## config.mk

```make
export PLATFORM = sky130hd
export DESIGN_NAME = loader_write_fifo_flat
export DESIGN_NICKNAME = d
export VERILOG_FILES = /design/src/rtl/loader_write_fifo_if.sv /design/src/rtl/loader_write_fifo.sv /design/src/flat_wrapper.sv
export SDC_FILE = /design/constraint.sdc
export NUM_CORES = 1
export LEC_CHECK = 0
export ABC_AREA = 1
export ABC_CLOCK_PERIOD_IN_PS = 3000
export CAP_MARGIN = 20
export CORE_ASPECT_RATIO = 1.5
export CORE_MARGIN = 3
export CORE_UTILIZATION = 55
export CTS_CLUSTER_DIAMETER = 100
export CTS_CLUSTER_SIZE = 8
export DETAILED_ROUTE_END_ITERATION = 6
export PLACE_DENSITY = 0.76
export SLEW_MARGIN = 20
export SYNTH_ARGS = -nofsm -noshare
export SYNTH_HDL_FRONTEND = slang
export SYNTH_SLANG_ARGS = --single-unit
```

## constraint.sdc

```tcl
create_clock -name clk -period 3 [get_ports clk]
set_clock_uncertainty 0.05 [all_clocks]
set_input_delay 0.3 -clock clk [delete_from_list [all_inputs] [get_ports clk]]
set_output_delay 0.3 -clock clk [all_outputs]
set_load 0.01 [all_outputs]
```

## src/rtl/loader_write_fifo_if.sv

```systemverilog
// Loader-side byte write strobe and SDRAM-side write request for loader_write_fifo.
// The master modport is the loader/bench view; the slave modport is the buffer's view.
interface loader_write_fifo_if #(
  parameter int AW = 22
);
  logic [AW-1:0] in_addr;
  logic [7:0]    in_data;
  logic          in_write;
  logic          in_done;
  logic [AW-1:0] mem_addr;
  logic [7:0]    mem_data;
  logic          mem_write;

  modport master (
    output in_addr, in_data, in_write, in_done,
    input  mem_addr, mem_data, mem_write
  );

  modport slave (
    input  in_addr, in_data, in_write, in_done,
    output mem_addr, mem_data, mem_write
  );
endinterface

```

## src/rtl/loader_write_fifo.sv

```systemverilog
// Buffers single-cycle loader byte writes and replays them to SDRAM one per slot,
// holding each write valid for a full slot period; flags drops and image completion.
module loader_write_fifo #(
  parameter int DEPTH = 8,
  parameter int AW    = 22
) (
  input  logic                   clk,
  input  logic                   reset_n,
  input  logic                   clear,
  input  logic                   slot,
  loader_write_fifo_if.slave     bus,
  output logic [$clog2(DEPTH):0] count,
  output logic                   full,
  output logic                   empty,
  output logic                   overflow,
  output logic                   drained
);
  localparam int PW = $clog2(DEPTH);
  localparam logic [PW:0] FULL_COUNT = (PW+1)'(DEPTH);

  localparam logic [0:0] IDLE  = 1'b0;
  localparam logic [0:0] ISSUE = 1'b1;

  logic [AW-1:0] addr_buf [DEPTH];
  logic [7:0]    data_buf [DEPTH];
  logic [PW-1:0] wr_ptr;
  logic [PW-1:0] rd_ptr;
  logic [0:0]    state;
  logic [AW-1:0] mem_addr_q;
  logic [7:0]    mem_data_q;
  logic          pop;
  logic          push;

  assign full  = (count == FULL_COUNT);
  assign empty = (count == '0);

  // Pop looks only at the registered count, so a same-cycle push into an
  // empty buffer waits for the following slot instead of bypassing.
  assign pop  = slot && !empty;
  assign push = bus.in_write && (!full || pop);

  assign bus.mem_addr  = mem_addr_q;
  assign bus.mem_data  = mem_data_q;
  assign bus.mem_write = (state == ISSUE);

  always_ff @(posedge clk) begin
    if (push && !clear) begin
      addr_buf[wr_ptr] <= bus.in_addr;
      data_buf[wr_ptr] <= bus.in_data;
    end
  end

  always_ff @(posedge clk or negedge reset_n) begin
    if (!reset_n) begin
      wr_ptr     <= '0;
      rd_ptr     <= '0;
      count      <= '0;
      state      <= IDLE;
      mem_addr_q <= '0;
      mem_data_q <= '0;
      overflow   <= 1'b0;
      drained    <= 1'b0;
    end else if (clear) begin
      wr_ptr   <= '0;
      rd_ptr   <= '0;
      count    <= '0;
      state    <= IDLE;
      overflow <= 1'b0;
      drained  <= 1'b0;
    end else begin
      if (push) wr_ptr <= wr_ptr + 1'b1;
      if (pop)  rd_ptr <= rd_ptr + 1'b1;

      if (push && !pop)      count <= count + 1'b1;
      else if (pop && !push) count <= count - 1'b1;

      if (bus.in_write && !push) overflow <= 1'b1;

      // The output register is only re-decided at slot starts; an empty
      // slot drops the request but keeps the last address/data on the bus.
      if (slot) begin
        if (pop) begin
          state      <= ISSUE;
          mem_addr_q <= addr_buf[rd_ptr];
          mem_data_q <= data_buf[rd_ptr];
        end else begin
          state <= IDLE;
        end
      end

      drained <= bus.in_done && empty && (state == IDLE);
    end
  end
endmodule
```

## src/flat_wrapper.sv

```systemverilog
// flat-port wrapper written by rule: the top's interface ports become plain ports
module loader_write_fifo_flat 
#(
  parameter int DEPTH = 8,
  parameter int AW    = 22
)
  (clk, reset_n, clear, slot, count, full, empty, overflow, drained, bus_in_addr, bus_in_data, bus_in_write, bus_in_done, bus_mem_addr, bus_mem_data, bus_mem_write);
  loader_write_fifo_if #(.AW(AW)) bus_i ();
  input  logic clk;
  input  logic reset_n;
  input  logic clear;
  input  logic slot;
  output logic [$clog2(DEPTH):0] count;
  output logic full;
  output logic empty;
  output logic overflow;
  output logic drained;
  input wire logic [$bits(bus_i.in_addr)-1:0] bus_in_addr;
  input wire logic [$bits(bus_i.in_data)-1:0] bus_in_data;
  input wire logic [$bits(bus_i.in_write)-1:0] bus_in_write;
  input wire logic [$bits(bus_i.in_done)-1:0] bus_in_done;
  output wire logic [$bits(bus_i.mem_addr)-1:0] bus_mem_addr;
  output wire logic [$bits(bus_i.mem_data)-1:0] bus_mem_data;
  output wire logic [$bits(bus_i.mem_write)-1:0] bus_mem_write;
  assign bus_i.in_addr = bus_in_addr;
  assign bus_i.in_data = bus_in_data;
  assign bus_i.in_write = bus_in_write;
  assign bus_i.in_done = bus_in_done;
  assign bus_mem_addr = bus_i.mem_addr;
  assign bus_mem_data = bus_i.mem_data;
  assign bus_mem_write = bus_i.mem_write;
  loader_write_fifo #(.DEPTH(DEPTH), .AW(AW)) u_core (.clk(clk), .reset_n(reset_n), .clear(clear), .slot(slot), .bus(bus_i), .count(count), .full(full), .empty(empty), .overflow(overflow), .drained(drained));
endmodule
```

[Word-level counts from Yosys, hierarchy flattened]
Memory sizes are Yosys's and may differ from the RTL's. A register that Yosys moved wholly into a read port is not among the register bits.
Cells that the tools add are included.
W data, S select, Z words.
Word-level totals
  bits in registers: 13
  RAM bits: 240
  input port bits: 36
  output and inout port bits: 39
  logic and storage cells: 53
  memories kept: 2
Cells by class
  $add $sub $neg: 4
  equality and inequality tests: 1
  muxes and demuxes: 15
  bitwise operators: 2
  reduce and logical (&&, ||, !) cells: 23
Memory list
  u_core.addr_buf: depth 8, bits a word 22, read ports 1, clocked after memory_dff 1, write ports 1, line loader_write_fifo.sv:24  | logic [AW-1:0] addr_buf [DEPTH];
  u_core.data_buf: depth 8, bits a word 8, read ports 1, clocked after memory_dff 1, write ports 1, line loader_write_fifo.sv:25  | logic [7:0] data_buf [DEPTH];
Operators by type and width (number)
  $mux W3: 4
  $mux W4: 3
  $logic_and A1 B1 Y1: 8
  $mux W1: 8
  $reduce_bool A2 Y1: 4
  $logic_not A1 Y1: 7
  $add A3 B1 Y3 const B: 2
  $add A4 B1 Y4 const B: 1
  $eq A4 B4 Y1 const B: 1
  $logic_not A4 Y1: 1
  $sub A4 B1 Y4 const B: 1
  $reduce_and A3 Y1: 1
  $reduce_bool A3 Y1: 1
  $not A1 Y1: 2
  $logic_or A1 B1 Y1: 1

[Logic depth before layout (Yosys ltp)]
Gate-level depths: netlist of the first run.
  depth in word-level cells: 10
  mapped depth: 13
  mapped depth without buffers: 13

[Worst setup path before layout of the first run]
OpenSTA, ideal clock, no wires.
  kind: register to register
  start: register u_core.count[3]
  end: memory u_core.addr_buf[1][0], enable pin
  data arrival time: 2.353 ns
  slack: 0.180 ns
  stages on the path, launching flop included: 8
  buffers on the path: 0
  period minus slack after synthesis: 2.820 ns
  path through: dfrtp_1 -> inv_1 -> nor2_1 -> nand3_1 -> nand2_2 -> nor2_1 -> nand2_1 -> nor2_1
Between the ends
  word-level cells in the longest chain between the ends: 8
  elaborated cells between the ends (all ways): 10
  classes of those cells: eq/ne (1); mux (2); reduce/logical (7)
Ends and longest elaborated chain
  from (decl): line loader_write_fifo.sv:12  | output logic [$clog2(DEPTH):0] count,
  from (signal assigned): line loader_write_fifo.sv:74  | if (push && !pop) count <= count + 1'b1;
  from (signal assigned): line loader_write_fifo.sv:75  | else if (pop && !push) count <= count - 1'b1;
  $logic_not A4 Y1: line loader_write_fifo.sv:35  | assign empty = (count == '0);
  $logic_not A1 Y1: line loader_write_fifo.sv:39  | assign pop = slot && !empty;
  $logic_and A1 B1 Y1: line loader_write_fifo.sv:39
  $logic_or A1 B1 Y1 (*): line loader_write_fifo.sv:40  | assign push = bus.in_write && (!full || pop);
  $logic_and A1 B1 Y1 (*): line loader_write_fifo.sv:40
  $logic_and A1 B1 Y1 (*): line loader_write_fifo.sv:47  | if (push && !clear) begin
  $mux W1 (*): line loader_write_fifo.sv:47
  $mux W1 (not written as such) (*): line loader_write_fifo.sv:48  | addr_buf[wr_ptr] <= bus.in_addr;
  to (decl): line loader_write_fifo.sv:24
Mark *: on every way between the ends. The rest lies on a longest branch, timed or not.

[Worst setup path after layout of the first run]
  start: register u_core.count[3]
  end: memory u_core.data_buf[5][7], enable pin
Between the ends
  word-level cells in the longest chain between the ends: 8
  elaborated cells between the ends (all ways): 10
  classes of those cells: eq/ne (1); mux (2); reduce/logical (7)
Ends and longest elaborated chain
  $logic_not A4 Y1: line loader_write_fifo.sv:35
  $logic_not A1 Y1: line loader_write_fifo.sv:39
  $logic_and A1 B1 Y1: line loader_write_fifo.sv:39
  $logic_or A1 B1 Y1 (*): line loader_write_fifo.sv:40
  $logic_and A1 B1 Y1 (*): line loader_write_fifo.sv:40
  $logic_and A1 B1 Y1 (*): line loader_write_fifo.sv:47
  $mux W1 (*): line loader_write_fifo.sv:47
  $mux W1 (not written as such) (*): line loader_write_fifo.sv:49  | data_buf[wr_ptr] <= bus.in_data;
  to (decl): line loader_write_fifo.sv:25
Marks and branches as above.

==> impl_metrics.yaml, run 1 <==
layout:
  diodes: 0
  syn_to_final_growth_pct: 19.4
  drive_gt1_frac: 0.0967
  final_core_util: 0.675
  fin_nets: 1023
clocking:
  clkSinkCount: 283
  cts_setup_buffers: 0
  clkLatencyLatePin_ns: 0.50
  cts_tree: "done"
  cts-root-buf: "clkbuf_16"
  clk_pin_slew_ns: 0.05
  cts_made_buffers: 41
  clockBufferDepth: 3
  ctsHtreeMaxLevel: 2
critical_path:
  r2r_start: "u_core.count[3]"
  worstPathArrival_ns: 2.34
  rr_worst_depth: 8
  crit_chain: "inv_1 -> nor2_1 -> nand3_1 -> nand2_2 -> nor2_1 -> nand2_1 -> nor2_4 -> buf_4"
  cp.required_ns: 3.10
  cp_common_cell: "nor2_1"
  critPathSlowestCell: "dfrtp_1"
  r2r_slack_ns: 0.76
  rr_endpoint: "u_core.data_buf[5][7]"
  critical_path.max_stage_delay_ns: 0.42
  crit_type: "reg2reg"
  crit_path_end_kind: "flip-flop"
  critical_path_peak_fanout: 21
  cp-start-kind: "flip-flop"
synth:
  synth_commonest_cells: "240 x edfxtp_1, 140 x nor2_1, 94 x nand2_1"
  synth.distinct_cells: 29
  synth_area_mm2: 0.0113
  synth.yosys.seq_area_share: 0.732
  synthArstFlopShare: 0.152
  synth_seq_cells: 283
  synthFlopType: "edfxtp_1"
  synth_edf_count: 240
  yosysTopAreaCell: "edfxtp_1"
  syn_nets: 932
  synth_top_area_frac: 0.637
  synth.most_common_cell: "edfxtp_1"
  syn_inst: 891
  yosysWarnings: 0
  synthTopCellsByArea: "edfxtp_1 64%, dfrtp_1 9.5%, nor2_1 4.6%, o211ai_1 3.4%, o21ai_0 3.2%"
  synth_area_per_cell_um2: 12.7
sta:
  timing.setup.tns_ns: 0
  rsz0062_at_grt: "false"
  worst_pin_slew_ns: 0.858
  setup_ws_ns: 0.761
  post-route-min-period_ns: 2.24
  fmax_mhz: 447
  slew_viol_final: 0
  relSlewSlack: 0.428
  finalHoldViolCount: 0
  setup_viol_count_final: 0
  period_share: 0.746
global_routing:
  grt_max_degree: 152
  grt.total_usage: 0.227
  grt_pass1_wl_um: 39100
  antenna_found_initial: 0
  grt-ovfl-total: 0
  grt_pass1_vias: 7435
floorplan:
  core-area_mm2: 0.0200
  die_w_um: 123
  die_y_um: 182
  start_util: 0.565
  dieArea_mm2: 0.0224
  ioPinCount: 75
  row_count: 63
detailed_routing:
  drtAntennaViolNets: 0
  via_per_inst: 5.67
  avgRoutedWirePerCell_um: 19.4
  drt_wl_total_um: 24700
  firstDrtPassIters: 5
  drt_iter0_markers: 558
  vias: 7214
  drc: 0
placed_design:
  pre_cts_slack_ns: 0.383
  dp_hpwl_um: 14000
  place_congestion: 0.767
  io_buffers: 74
pwr:
  pwr_density_cell_mw_per_mm2: 859
  p_leak_nw: 4.85
  peakVddDrop_v: 0.000652
min_path:
  whs_endpoint: "u_core.drained"
  hold_depth: 3
  holdCritStartpoint: "bus_in_done"
  worstHoldPathType: "in2reg"
flow_run:
  cap_violations: 0
outcome:
  outcome: "complete, no violations"
## worst max-delay path: cells and delay by family (launching register included)
family,cells,cell delay (ns)
and+or+nand+nor,6,0.94
buffers and inverters,2,0.47
DFF,1,0.42
## placed cells by master, fill, tap and decap left out, drive strengths merged
| cell | count |
|---|---|
| clkinvlp | 1 |
| buf | 25 |
| o21ai | 125 |
| o211ai | 52 |
| edfxtp | 240 |
| fa | 1 |
| dlygate4sd3 | 1 |
| ha | 4 |
| xnor2 | 1 |
| inv | 49 |
| clkbuf | 72 |
| a21oi | 35 |
| clkdlybuf4s50 | 73 |
| nand3 | 47 |
| dfrtp | 43 |
| nand2 | 98 |
| o31ai | 1 |
| nand3b | 1 |
| nor2 | 144 |
## area by class of cell
cell class	instances	area (um^2)
Multi-Input combinational cell	509	2550
Timing Repair Buffer	99	963
Inverter	48	180
Clock inverter	2	16.3
Tap cell	260	325
Fill cell	1433	6510
Clock buffer	72	1180
Sequential cell	283	8290
## repair_timing
action                    CTS  global route
hold buffers                1             0
resized for setup           0             0
hold endpoints to repair   30             0
## worst max path at each step
stage | end | start | slack, ns
6_report | u_core.data_buf[5][7] | u_core.count[3] | 0.76
2_1_floorplan | u_core.addr_buf[1][0] | u_core.count[3] | 0.18
3_5_place_dp | u_core.addr_buf[1][18] | slot | 0.38
3_3_place_gp | u_core.addr_buf[7][9] | slot | 0.45
4_1_cts | u_core.data_buf[5][7] | u_core.count[3] | 0.77
5_1_grt | u_core.data_buf[1][6] | u_core.count[3] | 0.58
## sequential cells by signal (all words and copies together) (netlist names)
signal / flops
u_core.drained: 1
u_core.addr_buf: 176
u_core.overflow: 1
u_core.bus.mem_addr: 22
u_core.wr_ptr: 3
u_core.bus.mem_write: 1
u_core.data_buf: 64
u_core.bus.mem_data: 8
u_core.rd_ptr: 3
u_core.count: 4
## logic make-up after synthesis
logic type	share of synthesized area
AO/OA/AOI/OAI	0.108
flip-flops	0.732
adder cells (fa/ha/maj)	0.00619
XOR/XNOR	0.000774
AND/OR/NAND/NOR	0.105
buffers and inverters	0.0476
## report_power, final
part | internal [W] | switching [W]
logic | 0.00104 | 0.00162
registers | 0.00459 | 0.000165
clock network | 0.00265 | 0.00154
total | 0.00829 | 0.00332
## metal layers
layer	GRT usage	routed length, um	up-vias
met4	0.0922	697	0
met5	0	0	-
met1	0.292	9750	3541
met2	0.387	13000	256
li1	-	-	3370
met3	0.0321	1340	47
## stage by stage
step	hold WS, ns	cells	cell area (um^2)	power, W
floorplan	-0.0456	891	11300	0.00658
global placement	0.390	1198	12300	0.00737
detailed placement	0.395	1198	12300	0.00748
CTS	0.322	1273	13500	0.0117
global route	0.347	1273	13500	0.0122
finish	0.341	1273	13500	0.0116
No activity file was read; power rests on OpenSTA's default activity.
==> run 2: changes to the inputs <==
Settings changed: ABC_CLOCK_PERIOD_IN_PS 3000 to 2200.
Clock period 3 ns to 2.2 ns, I/O delays scaled along.
==> impl_metrics.yaml, run 2 (synthesized netlist as in run 1, its figures left out) <==
layout:
  stdcell_count: 1292
  layout_common_cells: "240 x edfxtp_1, 130 x nor2_1, 94 x nand2_1, 73 x o21ai_0, 73 x clkdlybuf4s50_1"
  fillers: 1380
  largest_reg_flops: 176
  regMostFlops: "u_core.addr_buf"
  fin_nets: 1041
  multi_input_area_mm2: 0.00255
  diodes: 0
  seq_area_mm2: 0.00829
  mostFrequentLayoutCell: "edfxtp_1"
  drive_gt1_frac: 0.115
  syn_to_final_growth_pct: 21.1
floorplan:
  core-area_mm2: 0.0200
  die_y_um: 182
  ioPinCount: 75
  dieArea_mm2: 0.0224
  row_count: 63
  start_util: 0.565
  die_w_um: 123
pwr:
  combPwrFrac: 0.236
  p_leak_nw: 4.94
  p_int_w: 0.0113
  finalPower_w: 0.0159
  peakVddDrop_v: 0.000685
  swShare: 0.290
  pwr_density_cell_mw_per_mm2: 1160
  power.switching_w: 0.00459
  clkPwrFrac: 0.353
  seq_power_share: 0.411
clocking:
  clockBufferDepth: 3
  clkSinkCount: 283
  cts_made_buffers: 41
  cts_tree: "done"
  clkLatencyLatePin_ns: 0.51
  cts-root-buf: "clkbuf_16"
  ctsHtreeMaxLevel: 2
  clk_pin_slew_ns: 0.06
placed_design:
  pre_cts_slack_ns: -0.0377
  io_buffers: 74
  place_congestion: 0.854
  dp_hpwl_um: 15700
  placed_cells: 1216
critical_path:
  crit_chain: "nor2_1 -> nand2_2 -> inv_1 -> clkdlybuf4s50_1"
  r2r_slack_ns: 0.16
  critical_path.max_stage_delay_ns: 0.53
  cp-start-kind: "flip-flop"
  crit_type: "reg2out"
  cp.required_ns: 1.93
  critical_path_peak_fanout: 5
  path_delay_family: "buffers and inverters"
  crit_path_end_kind: "output pin"
  critPathSlowestCell: "clkdlybuf4s50_1"
  worstPathArrival_ns: 1.86
  crit_buf_inv: 2
sta:
  timing.setup.tns_ns: 0
  rsz0062_at_grt: "false"
  worst_pin_slew_ns: 0.473
  fmax_mhz: 470
  relSlewSlack: 0.684
  post-route-min-period_ns: 2.13
  setup_ws_ns: 0.0736
  finalHoldViolCount: 0
  holdWs_ns: 0.156
  period_share: 0.967
  setup_viol_count_final: 0
  slew_viol_final: 0
min_path:
  worstHoldPathType: "in2async"
detailed_routing:
  drc: 0
  avgRoutedWirePerCell_um: 19.9
  drtAntennaViolNets: 0
  drt_iter0_markers: 762
  via_per_inst: 5.73
  drt_wl_total_um: 25700
  firstDrtPassIters: 5
  vias: 7400
global_routing:
  antenna_found_initial: 0
  grt_pass1_vias: 7514
  grt-ovfl-total: 0
  grt_pass1_wl_um: 40200
  grt.total_usage: 0.235
  grt_max_degree: 93
flow_run:
  cap_violations: 0
outcome:
  outcome: "complete, no violations"
[run 2: cell types whose count changed in the layout (fill, tap and decap cells not counted), sizes merged]
cell  previous run  this run
buf             25        43
inv             49        50
[run 2: what timing repair did]
action / in CTS / in global routing
hold endpoints to repair: 16 / 0
setup buffers: 0 / 0
hold buffers: 1 / 0
setup endpoints to repair: 0 / 163
resized for setup: 0 / 6
[run 2: cell type report]
cell class,instances,share of cell area
multi-input combinational,509,0.186
clock inverter,3,0.00183
tap,260,0.0237
inverter,48,0.0132
clock buffer,72,0.0834
sequential,283,0.605
timing repair buffer,117,0.0866
[run 2: per-layer routing]
layer / share of wire / global-route usage / vias up / wire [um]
met4: 0.027 / 0.0794 / 0 / 705
li1: - / - / 3397 / -
met3: 0.063 / 0.0312 / 56 / 1630
met1: 0.38 / 0.305 / 3623 / 9860
met5: 0 / 0 / - / 0
met2: 0.53 / 0.407 / 324 / 13500
[run 2: power groups by stage]
stage                     clock network, W  logic, W  registers (W)
after floorplan                          0   0.00229        0.00670
after CTS                          0.00566   0.00374        0.00651
final                              0.00560   0.00374        0.00651
after global routing               0.00592   0.00415        0.00655
after global placement                   0   0.00361        0.00658
after detailed placement                 0   0.00370        0.00660
[run 2: worst register-to-register path: stages, from the launching register on]
cell     delay, ns
dfrtp_1       0.46
nor2_1        0.17
nand2_2       0.11
nand2_4       0.10
nand3_2       0.08
ha_1          0.34
a21oi_2       0.20
nand2_1       0.10
nand2_1       0.07
nand2_1       0.05
nand2_1       0.07
nand2_1       0.05
nand2_1       0.05
nand2_1       0.04
[run 2: through the flow]
| step | utilization | instance area [um^2] |
|---|---|---|
| floorplan | - | 11400 |
| global placement | 0.624 | 12500 |
| detailed placement | 0.624 | 12500 |
| CTS | 0.683 | 13700 |
| global route | 0.684 | 13700 |
| finish | 0.684 | 13700 |
[run 2: path summary, 6_finish.rpt]
check	start	endpoint	depth (start not counted)
setup / recovery	u_core.count[2]	empty	4
hold / removal	reset_n	u_core.bus.mem_addr[9]	2
setup reg to reg	u_core.count[2]	u_core.count[3]	13
hold reg to reg	u_core.bus.mem_addr[6]	u_core.bus.mem_addr[6]	2
max in group asynchronous	reset_n	u_core.rd_ptr[1]	3
min in group clk	bus_in_done	u_core.drained	3
